==> src/rtl/uart_fifo_wr_arbiter.sv <==
`default_nettype none
// ============================================================================
// Module      : uart_fifo_wr_arbiter
// Description : Packet-locked round-robin arbiter for the UART TX FIFO write
//               port. Define UART_ARB_GRANT_TIMEOUT_EN for the grant timeout.
// Revision    : 1.0 - initial release
// ============================================================================
module uart_fifo_wr_arbiter #(
   parameter int NUM_REQ = 4,
   parameter int DATA_W  = 8,
   parameter int IDX_W   = 2,
   parameter int TIMEOUT = 64
) (
   input  logic                      clk,
   input  logic                      reset,
   input  logic [NUM_REQ-1:0]        req_valid_i,
   input  logic [NUM_REQ*DATA_W-1:0] req_data_i,
   input  logic [NUM_REQ-1:0]        req_last_i,
   output logic [NUM_REQ-1:0]        req_ready_o,
   input  logic                      fifo_full_i,
   output logic                      fifo_wr_en_o,
   output logic [DATA_W-1:0]         fifo_wr_data_o,
   output logic [NUM_REQ-1:0]        grant_o,
   output logic                      busy_o,
   output logic                      timeout_flag_o
);

   localparam logic [IDX_W:0] c_num_req = (IDX_W+1)'(NUM_REQ);

   if (NUM_REQ < 2 || NUM_REQ > 8 || (2**IDX_W) < NUM_REQ || TIMEOUT < 2) begin : g_param_check
      $error("uart_fifo_wr_arbiter: illegal parameter combination");
   end

   typedef enum logic [0:0] {
      S_IDLE  = 1'b0,
      S_GRANT = 1'b1
   } state_t;

   state_t             state_q;
   logic [NUM_REQ-1:0] grant_q;
   logic [IDX_W-1:0]   gidx_q;
   logic [IDX_W-1:0]   rr_ptr_q;
   logic               busy_q;

   logic               w_valid_g;
   logic               w_last_g;
   logic               w_xfer;
   logic               w_expire;
   logic [DATA_W-1:0]  w_data_g;
   logic               w_pick_found;
   logic [IDX_W-1:0]   w_pick_idx;
   logic [NUM_REQ-1:0] w_pick_oh;
   logic [NUM_REQ-1:0] w_vshift;
   logic [IDX_W:0]     w_cand;
   logic [IDX_W:0]     w_inc;
   logic [IDX_W-1:0]   w_next_ptr;

   // grant_q is zero outside GRANT, so every granted-side term is zero in IDLE.
   always_comb begin
      w_valid_g = |(req_valid_i & grant_q);
      w_last_g  = |(req_last_i & grant_q);
      w_data_g  = '0;
      for (int i = 0; i < NUM_REQ; i++) begin
         if (grant_q[i]) begin
            w_data_g = w_data_g | req_data_i[i*DATA_W +: DATA_W];
         end
      end
   end

   assign w_xfer = w_valid_g & ~fifo_full_i;

   // Walk downward so the closest index at or above rr_ptr is the last to win.
   always_comb begin
      w_pick_found = 1'b0;
      w_pick_idx   = '0;
      w_cand       = '0;
      w_vshift     = '0;
      for (int k = NUM_REQ - 1; k >= 0; k--) begin
         w_cand = {1'b0, rr_ptr_q} + (IDX_W+1)'(k);
         if (w_cand >= c_num_req) begin
            w_cand = w_cand - c_num_req;
         end
         w_vshift = req_valid_i >> w_cand;
         if (w_vshift[0]) begin
            w_pick_found = 1'b1;
            w_pick_idx   = w_cand[IDX_W-1:0];
         end
      end
   end

   assign w_pick_oh  = {{(NUM_REQ-1){1'b0}}, 1'b1} << w_pick_idx;
   assign w_inc      = {1'b0, gidx_q} + (IDX_W+1)'(1);
   assign w_next_ptr = (w_inc == c_num_req) ? '0 : w_inc[IDX_W-1:0];

   always_ff @(posedge clk or posedge reset) begin
      if (reset) begin
         state_q  <= S_IDLE;
         grant_q  <= '0;
         gidx_q   <= '0;
         rr_ptr_q <= '0;
         busy_q   <= 1'b0;
      end else begin
         case (state_q)
            S_IDLE: begin
               if (w_pick_found) begin
                  state_q <= S_GRANT;
                  grant_q <= w_pick_oh;
                  gidx_q  <= w_pick_idx;
                  busy_q  <= 1'b1;
               end
            end
            S_GRANT: begin
               if ((w_xfer && w_last_g) || w_expire) begin
                  state_q  <= S_IDLE;
                  grant_q  <= '0;
                  busy_q   <= 1'b0;
                  rr_ptr_q <= w_next_ptr;
               end
            end
            default: state_q <= S_IDLE;
         endcase
      end
   end

`ifdef UART_ARB_GRANT_TIMEOUT_EN
   localparam int               CNT_W      = $clog2(TIMEOUT + 1);
   localparam logic [CNT_W-1:0] c_tmo_last = CNT_W'(TIMEOUT - 1);

   logic [CNT_W-1:0] idle_cnt_q;
   logic [CNT_W-1:0] idle_cnt_d;
   logic             timeout_q;

   // Only cycles with the owner silent count; a full-FIFO stall does not.
   always_comb begin
      idle_cnt_d = idle_cnt_q;
      w_expire   = 1'b0;
      if (state_q != S_GRANT || w_xfer) begin
         idle_cnt_d = '0;
      end else if (!w_valid_g) begin
         if (idle_cnt_q == c_tmo_last) begin
            w_expire   = 1'b1;
            idle_cnt_d = '0;
         end else begin
            idle_cnt_d = idle_cnt_q + CNT_W'(1);
         end
      end
   end

   always_ff @(posedge clk or posedge reset) begin
      if (reset) begin
         idle_cnt_q <= '0;
         timeout_q  <= 1'b0;
      end else begin
         idle_cnt_q <= idle_cnt_d;
         timeout_q  <= w_expire;
      end
   end

   assign timeout_flag_o = timeout_q;
`else
   assign w_expire       = 1'b0;
   assign timeout_flag_o = 1'b0;
`endif

   assign req_ready_o    = grant_q & {NUM_REQ{~fifo_full_i}};
   assign fifo_wr_en_o   = w_xfer;
   assign fifo_wr_data_o = w_data_g;
   assign grant_o        = grant_q;
   assign busy_o         = busy_q;

endmodule
`default_nettype wire

==> config.mk <==
export PLATFORM = sky130hd
export DESIGN_NAME = uart_fifo_wr_arbiter
export DESIGN_NICKNAME = d
export VERILOG_FILES = /design/src/rtl/uart_fifo_wr_arbiter.sv
export SDC_FILE = /design/constraint.sdc
export NUM_CORES = 1
export LEC_CHECK = 0
export ABC_CLOCK_PERIOD_IN_PS = 5900
export BUFFER_PORTS_ARGS = -buffer_cell sky130_fd_sc_hd__buf_2
export CAP_MARGIN = 20
export CORE_UTILIZATION = 45
export DETAILED_ROUTE_END_ITERATION = 8
export PLACE_DENSITY_LB_ADDON = 0.12
export SKIP_CTS_REPAIR_TIMING = 1
export SLEW_MARGIN = 20
export SYNTH_ARGS = -nofsm -noshare
export SYNTH_HDL_FRONTEND = slang
export SYNTH_SLANG_ARGS = --single-unit
==> constraint.sdc <==
create_clock -name clk -period 5.9 [get_ports clk]
set_input_delay 1.18 -clock clk [delete_from_list [all_inputs] [get_ports clk]]
set_output_delay 1.18 -clock clk [all_outputs]
set_load 0.05 [all_outputs]
Yosys cells after proc, flatten, opt, wreduce, memory -nomap -nowiden
Cells that the tools add are included.
W data, S select, Z words.
{"block": "totals", "regBits": 10, "latchBits": 0, "mem_bits_rw": 0, "romBits": 0, "in_bits": 43, "output_inout_bits": 19, "elab_cells": 66, "mem_count": 0}
{"block": "op_classes", "add_sub_neg": 8, "mul": 0, "div": 0, "n_lt_le_gt_ge": 4, "eq_ne": 3, "shifts": 5, "n_mux": 26, "n_bitwise": 9, "n_reduce_logical": 6}
{"operator": "$mux W8", "n": 4}
{"operator": "$or A8 B8 Y8", "n": 3}
{"operator": "$shr A4 B3 Y1", "n": 4}
{"operator": "$and A4 B4 Y4", "n": 3}
{"operator": "$mux W3", "n": 4}
{"operator": "$mux W2", "n": 5}
{"operator": "$ge A3 B3 Y1 const B", "n": 3}
{"operator": "$sub A3 B3 Y3 const B", "n": 3}
{"operator": "$mux W1", "n": 8}
{"operator": "$mux W4", "n": 2}
{"operator": "$pmux W4 S2", "n": 1}
{"operator": "$reduce_or A4 Y1", "n": 2}
{"operator": "$add A2 B1 Y3 const B", "n": 2}
{"operator": "$add A2 B2 Y3 const B", "n": 2}
{"operator": "$reduce_and A2 Y1", "n": 3}
{"operator": "$pmux W1 S2", "n": 2}
{"operator": "$shl A1 B2 Y4 const A", "n": 1}
{"operator": "$eq A3 B3 Y1 const B", "n": 1}
{"operator": "$ge A2 B3 Y1 const B", "n": 1}
{"operator": "$sub A2 B3 Y3 const B", "n": 1}
{"operator": "$ne A2 B1 Y1 const B", "n": 1}
{"operator": "$ne A2 B2 Y1 const B", "n": 1}
{"operator": "$not A1 Y1", "n": 2}
{"operator": "$and A1 B1 Y1", "n": 1}
{"operator": "$logic_and A1 B1 Y1", "n": 1}

Logic depth before layout (Yosys ltp)
{"block": "logic_depth", "word_depth": 11, "depth_mapped": 9, "ltp_nobuf": 7}

Least setup slack after synthesis
OpenSTA, ideal clock, no wires.
{"block": "synth_timing", "path_kind": "input-to-output", "start": "input req_valid_i[1]", "end": "output fifo_wr_en_o", "t_arrival_ns": 2.267, "required_time_ns": 4.720, "slack_ns": 2.453, "stages": 3, "path_cell_list": "clkbuf_2 > a22oi_1 > a21oi_1"}
{"block": "synth_between", "elab_chain_cells": 3}
{"element": "start: declaration", "line_no": "16", "text": "input logic [NUM_REQ-1:0] req_valid_i,"}
{"element": "$and A4 B4 Y4", "line_no": "60", "text": "w_valid_g = |(req_valid_i & grant_q);"}
{"element": "$reduce_or A4 Y1", "line_no": "60"}
{"element": "$and A1 B1 Y1", "line_no": "70", "text": "assign w_xfer = w_valid_g & ~fifo_full_i;"}
{"element": "end: declaration", "line_no": "21", "text": "output logic fifo_wr_en_o,"}
No other way between the ends.

Worst setup path after layout
{"block": "layout_timing", "start": "input req_valid_i[3]", "end": "output fifo_wr_en_o"}
Same word-level chain as after synthesis.

==> flow_metrics.py <==
metrics = {
    "worst_setup_path": {
        "r2r_end": "grant_o[2]",
        "cp_data_required_time_ps": 4720,
        "reg2reg_slack_ps": 3320,
        "startpoint": "req_valid_i[3]",
        "critPathKind": "in -> out",
        "worstSetupStartpointType": "input port",
        "arrival_ps": 1980,
        "cp-endpoint": "fifo_wr_en_o",
        "r2r-start": "rr_ptr_q[0]",
        "worstRegToRegCells": 7,
        "end_kind": "output pin",
        "worstPathMaxFanout": 10,
    },
    "synth": {
        "synth-edff-count": 0,
        "synth_mux_area_frac": 0.0978,
        "synth-compound-area-share": 0.359,
        "async_flop_share": 1.00,
        "yosys.area_share.simple": 0.169,
        "ys_ff_latch": 10,
        "synth_warnings": 0,
        "synth_top_family_by_area": "compound AO/OA/AOI/OAI gates",
        "yosys.area.top_type_share": 0.261,
        "ys_seq_area_frac": 0.261,
        "synth_area_leaders": "dfrtp_1 (26%), a22oi_1 (16%), nand2_1 (5.5%), nor2b_1 (3.9%), mux2i_1 (3.1%)",
        "synth_xor_area_frac": 0,
        "yosysTopAreaCell": "dfrtp_1",
        "syn_inst": 114,
        "synth_nets": 159,
        "netlist_area_um2": 960,
        "synth_ff_type": "dfrtp_1",
        "synth.avg_cell_area_um2": 8.42,
        "synth.distinct_cells": 35,
        "synth_fa_ha_area_frac": 0.0261,
    },
    "clock_tree": {
        "clk_latency_ps": 260,
        "htree_levels": 1,
        "cts_buffer_depth": 2,
        "cts_root_buf": "clkbuf_4",
        "numCtsBuffers": 3,
        "clkTransAtPathRegs_ps": 60,
        "cts_tree": "yes",
        "cts.sinks": 10,
    },
    "final_layout": {
        "final_layout_size_suffix_gt1_frac": 0.422,
        "fill_cells": 187,
        "multiInputGateArea_um2": 629,
        "syn_to_final_growth_pct": 31.2,
        "final_area_um2": 1260,
        "regArea_um2": 250,
        "layout_common_cells": "buf_2 (60), a22oi_1 (21), nand2_1 (14), dfrtp_1 (10), nor2_1 (7)",
        "final_nets": 213,
        "final_common_cell": "buf_2",
        "antenna_cells": 0,
    },
    "place": {
        "place_congestion": 0.940,
        "placed_cell_area_um2": 1240,
        "place_hpwl_um": 2070,
        "io_buffers": 60,
    },
    "routing": {
        "highest_layer": "met4",
        "dr_wl_met3_um": 83,
        "drt_iter0_markers": 29,
        "drt-met1-wl_um": 1150,
        "vias": 1109,
        "vias_per_cell": 5.75,
        "antenna_left": 0,
        "drtPass1Iterations": 4,
        "remaining_drc_errors": 0,
        "wl_um": 2690,
        "routed-wl-met2_um": 1430,
        "wl_per_cell_um": 13.9,
    },
    "die": {
        "floorplan.initialDensity": 0.484,
        "die_width_um": 48.2,
        "io_pins": 62,
        "fp.coreArea_um2": 1980,
        "die_area_um2": 2320,
        "num_rows": 16,
        "fp.dieH_um": 48.2,
    },
    "min_path": {
        "hold_depth": 1,
        "hold_start": "gidx_q[1]",
        "min_path_type": "reg -> reg",
    },
    "grt": {
        "first_global_vias": 853,
        "grt-ovfl-total": 0,
        "grt_max_degree": 14,
        "track_usage": 0.230,
        "grt_antenna_before_repair": 0,
        "grt_first_pass_wirelength_um": 3750,
    },
    "power": {
        "power_w": 0.000793,
        "ir_worst_vdd_uv": 444,
        "powerDensity_nw_per_um2": 630,
        "leakage_nw": 0.663,
    },
    "sta": {
        "tns_ps": 0,
        "rsz0062_at_grt": "no",
        "fin_skew_ps": 2.70,
        "slew_viol_final": 0,
        "finalHoldViolations": 0,
        "fin_crit_sh": 0.536,
        "max_freq_mhz": 316,
        "setup_violations": 0,
        "fin_crit_ps": 3160,
    },
    "flow_run": {
        "drv_cap": 0,
    },
    "outcome": {
        "run_status": "finished, final reports clean",
    },
}
[worst min-delay path by stage]
stage               slack, ps     endpoint
floorplan                 450    gidx_q[1]
global placement          460       busy_o
detailed placement        470       busy_o
CTS                       490       busy_o
global route              520  rr_ptr_q[0]
finish                    490    gidx_q[1]
[through the flow]
step           std cells  hold slack (ps)  utilization  worst slack, ps
6_report             193              487        0.635             2740
5_1_grt              193              521        0.635             2690
4_1_cts              193              492        0.635             2750
3_5_place_dp         190              474        0.624             2740
3_3_place_gp         190              460        0.624             2780
2_1_floorplan        114              454            -             2450
[worst max-delay path: stages]
cell and delay [ps]:
buf_2 180, a22oi_1 120, a21oi_1 200, buf_2 300
[logic make-up after synthesis]
kind of cell,Yosys count
flip-flops,10
adder cells (fa/ha/maj),2
other,1
AO/OA/AOI/OAI,45
buffers and inverters,17
AND/OR/NAND/NOR,32
multiplexers,7
[power breakdown]
group,internal (W),leakage [nW],switching (W)
Sequential,0.0000969,0.124,0.0000753
Clock,0.0000235,0.0138,0.0000224
Combinational,0.000188,0.525,0.000387
[per-layer routing]
layer / vias to the layer above / GRT usage
met3: 2 / 0.0148
li1: 539 / -
met4: 0 / 0.111
met5: - / 0
met1: 540 / 0.313
met2: 28 / 0.371
[sequential cells by signal, summed over array words and instances (netlist names)]
register / count
grant_o: 4
busy_o: 1
state_q: 1
rr_ptr_q: 2
gidx_q: 2
[synth_stat cells (all sizes together) (3+ instances only)]
master	instances
dfrtp	10
o211ai	3
clkbuf	6
mux2i	3
buf	5
nor2	7
inv	6
nand2	14
mux2	3
o21ai	3
a21oi	3
nor2b	6
a22oi	21
o31ai	3
[cell type report]
cell class                 instances  share of cell area
tap                               27              0.0268
inverter                           6              0.0179
multi-input combinational         87               0.500
sequential                        10               0.199
timing repair buffer              60               0.239
clock buffer                       3              0.0179
Power figures use the tool's default switching activity.
